### src/rtl/multdiv_pkg.sv
// Shared constants, state encoding and helpers for the iterative multiply/divide controller.
package multdiv_pkg;

  localparam logic [4:0] ALU_ADD = 5'b00000;
  localparam logic [4:0] ALU_SUB = 5'b00001;

  localparam int MUL_ITERS   = 32;
  localparam int DIV_ITERS   = 32;
  localparam int MUL_LATENCY = 33;
  localparam int DIV_LATENCY = 36;

  localparam int CNT_W = 6;

  typedef enum logic [2:0] {
    ST_IDLE,
    ST_MUL_ITER,
    ST_DIV_NEG_A,
    ST_DIV_NEG_B,
    ST_DIV_ITER,
    ST_DIV_FIX,
    ST_DONE
  } state_t;

  // Counter runs from iters-1 down to 0, so the zero flag marks the final iteration.
  function automatic logic [CNT_W-1:0] iterLoad(input int iters);
    return CNT_W'(iters - 1);
  endfunction

endpackage

### src/rtl/multdiv_iter_counter.sv
// 6-bit iteration down-counter with load, enable and zero flag.
module multdiv_iter_counter
  import multdiv_pkg::*;
(
  input  logic             clock,
  input  logic             reset,
  input  logic             i_load,
  input  logic [CNT_W-1:0] i_loadValue,
  input  logic             i_enable,
  output logic [CNT_W-1:0] o_count,
  output logic             o_zero
);

  logic [CNT_W-1:0] r_count;

  // Saturates at zero so a stray enable cannot wrap the count.
  always_ff @(posedge clock or posedge reset) begin
    if (reset) begin
      r_count <= '0;
    end else if (i_load) begin
      r_count <= i_loadValue;
    end else if (i_enable && (r_count != '0)) begin
      r_count <= r_count - 1'b1;
    end
  end

  assign o_count = r_count;
  assign o_zero  = (r_count == '0);

endmodule

### src/rtl/multdiv_ctrl.sv
// Iterative signed multiply (radix-2 Booth) / divide (restoring) controller driving a shared ALU.
// Optional MULTDIV_DBZ_FAST_EN: divide-by-zero is resolved at the start edge instead of after full latency.
module multdiv_ctrl
  import multdiv_pkg::*;
#(
  parameter int WIDTH = 32
) (
  input  logic             clock,
  input  logic             reset,
  input  logic             ctrl_MULT,
  input  logic             ctrl_DIV,
  input  logic [WIDTH-1:0] data_operandA,
  input  logic [WIDTH-1:0] data_operandB,
  output logic [4:0]       alu_opcode,
  output logic [WIDTH-1:0] alu_operandA,
  output logic [WIDTH-1:0] alu_operandB,
  input  logic [WIDTH-1:0] alu_result,
  input  logic             alu_overflow,
  output logic [WIDTH-1:0] data_result,
  output logic             data_exception,
  output logic             data_resultRDY
);

  state_t           r_state;
  state_t           w_nextState;
  logic [WIDTH-1:0] r_hi;
  logic [WIDTH-1:0] r_lo;
  logic [WIDTH-1:0] r_m;
  logic             r_q1;
  logic             r_signA;
  logic             r_signB;
  logic             r_dbz;
  logic             r_ovf;
  logic [WIDTH-1:0] r_result;
  logic             r_exception;

  logic             w_startMul;
  logic             w_startDiv;
  logic             w_start;
  logic             w_dbzFast;
  logic             w_cntLoad;
  logic [CNT_W-1:0] w_cntLoadValue;
  logic             w_cntEnable;
  logic             w_cntZero;
  logic [CNT_W-1:0] w_cntCount;

  logic [1:0]       w_boothSel;
  logic             w_mulPass;
  logic [WIDTH-1:0] w_mulSum;
  logic             w_mulSign;
  logic [WIDTH-1:0] w_mulHiNext;
  logic [WIDTH-1:0] w_mulLoNext;
  logic [WIDTH-1:0] w_remShift;
  logic             w_borrow;

  assign w_startMul = ctrl_MULT;
  assign w_startDiv = ctrl_DIV & ~ctrl_MULT;
  assign w_start    = w_startMul | w_startDiv;

`ifdef MULTDIV_DBZ_FAST_EN
  assign w_dbzFast = w_startDiv && (data_operandB == '0);
`else
  assign w_dbzFast = 1'b0;
`endif

  // Booth step: the ALU's sign is corrected by overflow so the arithmetic shift stays exact.
  assign w_boothSel  = {r_lo[0], r_q1};
  assign w_mulPass   = (w_boothSel == 2'b00) || (w_boothSel == 2'b11);
  assign w_mulSum    = w_mulPass ? r_hi : alu_result;
  assign w_mulSign   = w_mulPass ? r_hi[WIDTH-1] : (alu_result[WIDTH-1] ^ alu_overflow);
  assign w_mulHiNext = {w_mulSign, w_mulSum[WIDTH-1:1]};
  assign w_mulLoNext = {w_mulSum[0], r_lo[WIDTH-1:1]};

  // Unsigned R' < D derived from the signed ALU subtract.
  assign w_remShift = {r_hi[WIDTH-2:0], r_lo[WIDTH-1]};
  assign w_borrow   = (~w_remShift[WIDTH-1] & r_m[WIDTH-1]) |
                      (~(w_remShift[WIDTH-1] ^ r_m[WIDTH-1]) & alu_result[WIDTH-1]);

  assign w_cntLoad      = w_start | (r_state == ST_DIV_NEG_B);
  assign w_cntLoadValue = w_startMul ? iterLoad(MUL_ITERS) : iterLoad(DIV_ITERS);

  multdiv_iter_counter u_iterCounter (
    .clock       (clock),
    .reset       (reset),
    .i_load      (w_cntLoad),
    .i_loadValue (w_cntLoadValue),
    .i_enable    (w_cntEnable),
    .o_count     (w_cntCount),
    .o_zero      (w_cntZero)
  );

  always_ff @(posedge clock or posedge reset) begin
    if (reset) begin
      r_state <= ST_IDLE;
    end else begin
      r_state <= w_nextState;
    end
  end

  always_comb begin
    w_nextState  = r_state;
    alu_opcode   = ALU_ADD;
    alu_operandA = '0;
    alu_operandB = '0;
    w_cntEnable  = 1'b0;
    case (r_state)
      ST_MUL_ITER: begin
        alu_operandA = r_hi;
        alu_operandB = w_mulPass ? '0 : r_m;
        alu_opcode   = (w_boothSel == 2'b10) ? ALU_SUB : ALU_ADD;
        w_cntEnable  = 1'b1;
        if (w_cntZero) w_nextState = ST_DONE;
      end
      ST_DIV_NEG_A: begin
        alu_opcode   = ALU_SUB;
        alu_operandB = r_lo;
        w_nextState  = ST_DIV_NEG_B;
      end
      ST_DIV_NEG_B: begin
        alu_opcode   = ALU_SUB;
        alu_operandB = r_m;
        w_nextState  = ST_DIV_ITER;
      end
      ST_DIV_ITER: begin
        alu_opcode   = ALU_SUB;
        alu_operandA = w_remShift;
        alu_operandB = r_m;
        w_cntEnable  = 1'b1;
        if (w_cntZero) w_nextState = ST_DIV_FIX;
      end
      ST_DIV_FIX: begin
        alu_opcode   = ALU_SUB;
        alu_operandB = r_lo;
        w_nextState  = ST_DONE;
      end
      ST_DONE:  w_nextState = ST_IDLE;
      default:  w_nextState = ST_IDLE;
    endcase
    if (w_startMul) begin
      w_nextState = ST_MUL_ITER;
    end else if (w_startDiv) begin
      w_nextState = w_dbzFast ? ST_DONE : ST_DIV_NEG_A;
    end
  end

  // Divide keeps the dividend/quotient in r_lo, the remainder in r_hi and the divisor in r_m.
  always_ff @(posedge clock or posedge reset) begin
    if (reset) begin
      r_hi        <= '0;
      r_lo        <= '0;
      r_m         <= '0;
      r_q1        <= 1'b0;
      r_signA     <= 1'b0;
      r_signB     <= 1'b0;
      r_dbz       <= 1'b0;
      r_ovf       <= 1'b0;
      r_result    <= '0;
      r_exception <= 1'b0;
    end else if (w_startMul) begin
      r_hi <= '0;
      r_lo <= data_operandB;
      r_q1 <= 1'b0;
      r_m  <= data_operandA;
    end else if (w_startDiv) begin
      r_hi    <= '0;
      r_lo    <= data_operandA;
      r_m     <= data_operandB;
      r_q1    <= 1'b0;
      r_signA <= data_operandA[WIDTH-1];
      r_signB <= data_operandB[WIDTH-1];
      r_dbz   <= (data_operandB == '0);
      r_ovf   <= (data_operandA == {1'b1, {(WIDTH-1){1'b0}}}) && (data_operandB == '1);
      if (w_dbzFast) begin
        r_result    <= '0;
        r_exception <= 1'b1;
      end
    end else begin
      case (r_state)
        ST_MUL_ITER: begin
          r_hi <= w_mulHiNext;
          r_lo <= w_mulLoNext;
          r_q1 <= r_lo[0];
          if (w_cntZero) begin
            r_result    <= w_mulLoNext;
            r_exception <= (w_mulHiNext != {WIDTH{w_mulLoNext[WIDTH-1]}});
          end
        end
        ST_DIV_NEG_A: begin
          if (r_signA) r_lo <= alu_result;
        end
        ST_DIV_NEG_B: begin
          if (r_signB) r_m <= alu_result;
          r_hi <= '0;
        end
        ST_DIV_ITER: begin
          r_hi <= w_borrow ? w_remShift : alu_result;
          r_lo <= {r_lo[WIDTH-2:0], ~w_borrow};
        end
        ST_DIV_FIX: begin
          if (r_dbz) begin
            r_result    <= '0;
            r_exception <= 1'b1;
          end else begin
            r_result    <= (r_signA ^ r_signB) ? alu_result : r_lo;
            r_exception <= r_ovf;
          end
        end
        default: ;
      endcase
    end
  end

  assign data_result    = r_result;
  assign data_exception = r_exception;
  assign data_resultRDY = (r_state == ST_DONE);

endmodule

### config.mk
export PLATFORM = sky130hd
export DESIGN_NAME = multdiv_ctrl
export DESIGN_NICKNAME = d
export VERILOG_FILES = /design/src/rtl/multdiv_pkg.sv /design/src/rtl/multdiv_iter_counter.sv /design/src/rtl/multdiv_ctrl.sv
export SDC_FILE = /design/constraint.sdc
export NUM_CORES = 1
export LEC_CHECK = 0
export CAP_MARGIN = 25
export CORE_ASPECT_RATIO = 2
export CORE_MARGIN = 8
export CORE_UTILIZATION = 40
export DETAILED_ROUTE_END_ITERATION = 8
export MAX_ROUTING_LAYER = met4
export PLACE_DENSITY = 0.75
export SYNTH_ARGS = -nofsm -noshare
export SYNTH_HDL_FRONTEND = slang
export SYNTH_SLANG_ARGS = --single-unit
### constraint.sdc
create_clock -name clock -period 10.4 [get_ports clock]
set_input_delay 1.56 -clock clock [delete_from_list [all_inputs] [get_ports clock]]
set_output_delay 1.56 -clock clock [all_outputs]
set_load 0.02 [all_outputs]
==> out/qor.csv, run 1 <==
stage,metric,value,unit
layout,final_layout_size_suffix_gt1_frac,0.0616,
synth,muxShareOfSynthArea,0.0871,
synth,yosys.area_share.adder,0.00510,
place,hpwl,28400,µm
synth,yosys-top-cells-area,"dfrtp_1 36%, a22o_1 8.4%, mux2i_1 8.4%",
synth,ys.flop_type,dfrtp_1,
synth,postSynthCellCount,1118,
sta,fin_crit_sh,0.495,
clock_network,clk_pin_slew,60,ps
critical_path,arrival,3590,ps
route,vias,10400,
clock_network,cts_tree,yes,
critical_path,r2r_cells,6,
critical_path,cp_common_cell,buf_4,
global_routing,grt_max_degree,97,
synth,yosysSeqAreaShare,0.365,
critical_path,r2r_setup_slack,7360,ps
floorplan,fp-row-count,81,
synth,synth_top_family_by_area,compound AO/OA/AOI/OAI gates,
sta,clock.fmax,194,MHz
critical_path,cp_top_family,buffers and inverters,
floorplan,die_h,237,µm
route,drt-total-wl,39500,µm
synth,async_reset_ff_frac,1.00,
critical_path,timing.rr.end,data_result[31]$_DFFE_PP0P_,
critical_path,crit_slowest_cell,clkdlybuf4s50_1,
flow_run,drv_cap,0,
critical_path,slowest_delay,570,ps
clock_network,post-cts-setup-buffers,0,
layout,fillers,2302,
synth,synth_seq_cells,143,
sta,period_minus_slack,5150,ps
synth,synth_area,9810,µm²
layout,num-nets-final,1359,
synth,ys_types,62,
synth,yosys_warnings,0,
clock_network,clkSinkCount,143,
sta,finalMaxSlewViolations,0,
synth,synth_edf_count,0,
floorplan,start_util,0.403,
synth,synth-simple-area-share,0.134,
route,ant_nets,0,
clock_network,cts-htree-levels,4,
critical_path,cp-end-kind,output pin,
floorplan,pin_count,204,
hold_path,hold_path_depth,2,
sta,tightest_slew,1020,ps
hold_path,hold_end,r_dbz$_DFFE_PP0P_,
pwr,power_leakage,5.02,nW
place,place_congestion,0.934,
layout,final_cell_mix,"198 x clkdlybuf4s50_1, 143 x dfrtp_1, 105 x a21oi_1, 94 x a22o_1, 93 x nor2_1",
pwr,ir_drop,0.102,mV
outcome,outcome,"complete, no violations",
critical_path,r2r-start,u_iterCounter.o_count[2]$_DFFE_PP0P_,
clock_network,insertion_delay,440,ps
sta,finalHoldViolations,0,
synth,synthXorXnorAreaFrac,0.00625,
clock_network,clock_path_buffers,2,
sta,grt_setup_unrepaired,no,
global_routing,grt_pass1_wl,59700,µm
critical_path,crit_chain,ha_2 > buf_4 > inv_1 > a21o_1 > buf_4 > a22o_1 > clkdlybuf4s50_1,
hold_path,hold_path.startpoint,r_dbz$_DFFE_PP0P_,
critical_path,crit_type,reg -> out,
layout,area_delta_synth_final,27.6,%
route,drtIter0Drc,1320,
global_routing,antenna_found_initial,4,
synth,postSynthAreaPerCell,8.78,µm²
clock_network,cts_buffers,17,
synth,yosysTopAreaCell,dfrtp_1,
floorplan,dieWidth,127,µm
synth,synth-compound-area-share,0.335,
pwr,power_density,160,nW/µm²
clock_network,cts_hold_buffers,0,
global_routing,track_usage,0.262,
synth,netlist.area_leader.share,0.365,
layout,final_common_cell,clkdlybuf4s50_1,
route,wl_per_cell,25.3,µm
critical_path,crit_fanout,46,
layout,final_core_util,0.515,
sta,finalHoldWorstSlack,471,ps
critical_path,cp-start-kind,flip-flop,
route,drc_errors,0,
sta,skew,10.9,ps
route,via_per_inst,6.68,
sta,setup_tns,0,ps
clock_network,ctsResizeCount,0,
place,place.port_buffers,199,
critical_path,required,8840,ps
global_routing,grt_pass1_vias,10400,
route,firstDrtPassIters,6,
global_routing,grt-ovfl-total,0,
hold_path,hp-class,reg -> reg,
sta,setup_viol,0,
critical_path,path_buf_inv,4,
clock_network,clock-root-buffer,clkbuf_16,
floorplan,die_area,30100,µm²
sta,slew_headroom,0.320,
floorplan,core-area,24300,µm²
critical_path,path_depth,7,
## logic make-up after synthesis
logic type	count (synthesis)
flip-flops	143
AO/OA/AOI/OAI	464
AND/OR/NAND/NOR	264
buffers and inverters	150
other	1
adder cells (fa/ha/maj)	4
multiplexers	85
XOR/XNOR	7
## stage by stage
step	std cells	power [mW]	instance area [µm²]	setup WS, ps
5_1_grt	1561	2.08	12500	5190
6_report	1561	2.00	12500	5250
4_1_cts	1557	2.00	12500	5300
3_5_place_dp	1525	1.37	11900	5310
3_3_place_gp	1523	1.36	11900	5200
2_1_floorplan	1121	1.08	9820	5000
## worst max-delay path by stage
stage / start / endpoint / slack, ps
finish: r_lo[0]$_DFFE_PP0P_ / alu_operandB[1] / 5250
global route: r_lo[0]$_DFFE_PP0P_ / alu_operandB[1] / 5190
CTS: r_lo[0]$_DFFE_PP0P_ / alu_operandB[1] / 5300
detailed placement: ctrl_DIV / r_m[20]$_DFFE_PP0P_ / 5310
global placement: ctrl_DIV / r_hi[30]$_DFFE_PP0P_ / 5200
floorplan: reset / data_exception$_DFFE_PP0P_ / 5000
## tightest hold or removal path, delay by kind of cell, from the launching register on
family / cells / cell delay [ps]
AO/OA/AOI/OAI: 1 / 50
flip-flops: 1 / 340
AND/OR/NAND/NOR: 1 / 50
## Yosys cell counts, types with 2 or more instances
cell type / count
buf_4: 11
a22o_1: 94
dfrtp_1: 143
inv_1: 40
nor4b_1: 2
nand4_1: 19
mux2_2: 3
o31ai_1: 8
buf_6: 3
a22oi_1: 25
o21ai_1: 3
nor3b_4: 2
a211oi_1: 26
nor3b_1: 2
nand4b_1: 2
buf_1: 7
o21ai_0: 32
a311oi_1: 25
mux2i_1: 82
nand2b_1: 3
a31oi_1: 2
nor4_1: 20
nor3_1: 10
o22ai_1: 57
nand3_1: 8
a21oi_1: 106
nand3b_1: 2
nor2b_1: 3
nor4bb_1: 11
o211ai_1: 2
a221o_1: 7
a21oi_2: 2
xnor2_1: 5
nor2_1: 95
o221ai_1: 32
clkbuf_1: 56
buf_2: 32
nand2_1: 75
xor2_1: 2
ha_1: 4
a21o_1: 2
o21a_1: 33
## final cells by class
type                       instances  area [µm²]  share of cell area
multi-input combinational        828        5630               0.450
timing repair buffer             223        2180               0.174
clock inverter                     9         106             0.00849
sequential                       143        3580               0.286
inverter                          41         159              0.0127
clock buffer                      23         488              0.0390
tap                              290         363              0.0290
antenna                            4        10.0            0.000799
## power breakdown
part           switching (mW)  leakage (nW)  internal (mW)
registers              0.0760          1.78          0.629
logic                   0.381          2.95          0.285
clock network           0.250         0.286          0.378
## layer usage
layer | part of all wire | GRT usage | vias to the layer above
li1 | - | - | 4570
met1 | 0.35 | 0.268 | 5064
met2 | 0.52 | 0.457 | 639
met3 | 0.068 | 0.0413 | 150
met4 | 0.063 | 0.172 | 0
met5 | 0 | - | -
## sequential cells by signal (all words and copies together) (netlist names)
register	count
data_result	32
r_hi	32
r_lo	32
r_m	32
u_iterCounter.o_count	6
r_state	3
data_exception	1
r_dbz	1
r_ovf	1
r_q1	1
r_signA	1
r_signB	1
Power figures use the tool's default switching activity.
==> run 2, diff against run 1 <==
--- a/config.mk
+++ b/config.mk
@@ -11,7 +11,7 @@
 export CORE_UTILIZATION = 40
 export DETAILED_ROUTE_END_ITERATION = 8
 export MAX_ROUTING_LAYER = met4
-export PLACE_DENSITY = 0.75
+export PLACE_DENSITY = 0.77
 export SYNTH_ARGS = -nofsm -noshare
 export SYNTH_HDL_FRONTEND = slang
 export SYNTH_SLANG_ARGS = --single-unit
==> constraint.sdc (replaced) <==
create_clock -name clock -period 4.3 [get_ports clock]
set_input_delay 0.645 -clock clock [delete_from_list [all_inputs] [get_ports clock]]
set_output_delay 0.645 -clock clock [all_outputs]
set_load 0.02 [all_outputs]
==> out/qor.csv, run 2 (synthesized netlist as in run 1, its figures left out) <==
stage,metric,value,unit
route,via_per_inst,6.73,
global_routing,grt-ovfl-total,0,
sta,finalHoldViolations,0,
clock_network,clkSinkCount,143,
route,highest_layer,met4,
pwr,power_leakage,5.05,nW
route,wl_met2,20200,µm
route,ant_nets,0,
global_routing,antenna_found_initial,3,
sta,skew,8.38,ps
critical_path,r2r_cells,9,
clock_network,clock_path_buffers,2,
place,dp_cells,1530,
sta,clock.fmax,245,MHz
sta,setup_tns,0,ps
pwr,p_sw_frac,0.352,
sta,period_minus_slack,4080,ps
route,firstDrtPassIters,8,
route,wl_per_cell,25.4,µm
hold_path,hp-class,reg -> reg,
floorplan,pin_count,204,
clock_network,insertion_delay,450,ps
layout,final_common_cell,clkdlybuf4s50_1,
layout,fin_cells,1567,
route,routed-wl-met3,2930,µm
clock_network,clock-root-buffer,clkbuf_16,
critical_path,crit_type,reg -> out,
layout,fillers,2276,
clock_network,cts_tree,yes,
route,drtIter0Drc,1189,
place,hpwl,28300,µm
sta,finalMaxSlewViolations,0,
floorplan,core-area,24300,µm²
pwr,p_total,4.86,mW
pwr,ir_drop,0.291,mV
route,m1WireLength,13900,µm
global_routing,track_usage,0.271,
critical_path,cp-end-kind,output pin,
global_routing,grt_pass1_vias,10600,
route,drt-total-wl,39700,µm
sta,slew_headroom,0.338,
layout,final_layout_size_suffix_gt1_frac,0.0644,
critical_path,required,3650,ps
sta,tightest_slew,993,ps
floorplan,die_h,237,µm
floorplan,dieWidth,127,µm
floorplan,start_util,0.403,
layout,num-nets-final,1366,
layout,area_delta_synth_final,28.2,%
hold_path,hold_path_depth,2,
pwr,combPwrFrac,0.330,
global_routing,grt_pass1_wl,61200,µm
floorplan,fp-row-count,81,
clock_network,cts_hold_buffers,0,
sta,finalHoldWorstSlack,480,ps
sta,grt_setup_unrepaired,no,
floorplan,die_area,30100,µm²
layout,final_cell_mix,"198 x clkdlybuf4s50_1, 143 x dfrtp_1, 105 x a21oi_1, 94 x a22o_1, 93 x nor2_1",
clock_network,cts_buffers,17,
pwr,p_int,3.15,mW
clock_network,ctsResizeCount,0,
critical_path,arrival,3430,ps
pwr,clock_power_share,0.316,
pwr,power_density,387,nW/µm²
critical_path,crit_fanout,37,
route,drc_errors,0,
global_routing,grt_max_degree,144,
route,vias,10500,
sta,fin_crit_sh,0.949,
outcome,outcome,"complete, no violations",
place,place_congestion,0.943,
critical_path,cp-start-kind,flip-flop,
place,place.port_buffers,199,
flow_run,drv_cap,0,
clock_network,cts-htree-levels,4,
sta,setup_viol,0,
pwr,switchingPower,1.71,mW
clock_network,post-cts-setup-buffers,0,
pwr,pwr-share-seq,0.353,
clock_network,clk_pin_slew,60,ps
[run 2: cell types whose count changed in the layout (fill, tap and decap cells not counted)]
cell and change:
clkbuf_8 -3, inv_6 -1, bufinv_16 +1, clkinv_2 -1, buf_12 +2, buf_2 +1
buf_8 -2, buf_4 +6, clkbuf_1 +3, clkinv_4 +2, diode_2 -1, clkinvlp_4 -1
[run 2: worst paths after layout]
check	startpoint	to	slack, ps
setup / recovery	r_state[2]$_DFFE_PP0P_	alu_operandA[26]	220
hold / removal	r_dbz$_DFFE_PP0P_	r_dbz$_DFFE_PP0P_	480
setup reg to reg	r_state[2]$_DFFE_PP0P_	r_lo[21]$_DFFE_PP0P_	870
hold reg to reg	r_dbz$_DFFE_PP0P_	r_dbz$_DFFE_PP0P_	480
max in group asynchronous	reset	r_m[3]$_DFFE_PP0P_	2880
min in group asynchronous	reset	r_hi[18]$_DFFE_PP0P_	740
[run 2: cell type report]
class	count	area, µm²	share of cell area
Multi-Input combinational cell	828	5630	0.448
Sequential cell	143	3580	0.285
Timing Repair Buffer	230	2240	0.178
Clock buffer	23	458	0.0364
Tap cell	290	363	0.0289
Inverter	41	158	0.0125
Clock inverter	9	134	0.0106
Antenna cell	3	7.51	0.000597
[run 2: through the flow]
step | instance area (µm²) | util | setup WS, ps
2_1_floorplan | 9830 | - | 1860
3_3_place_gp | 12000 | 0.491 | 888
3_5_place_dp | 12000 | 0.491 | 796
4_1_cts | 12500 | 0.516 | 308
5_1_grt | 12600 | 0.517 | 120
6_report | 12600 | 0.517 | 220
[run 2: layer usage]
layer | vias to the layer above | GRT usage
li1 | 4599 | -
met1 | 5077 | 0.286
met2 | 686 | 0.450
met3 | 181 | 0.0505
met4 | 0 | 0.192
met5 | - | -
[run 2: worst max-delay path, stage by stage (launching register included)]
cell and delay (ps):
dfrtp_1 910, buf_4 470, nor3b_4 280, buf_4 450, a22o_1 220, clkdlybuf4s50_1 610
[run 2: power by group through the flow]
stage	sequential [mW]	clock, mW	combinational, mW
final	1.72	1.54	1.61
after global routing	1.73	1.61	1.72
after CTS	1.71	1.55	1.58
after detailed placement	1.73	0	1.57
after global placement	1.73	0	1.55
after floorplan	1.75	0	0.865
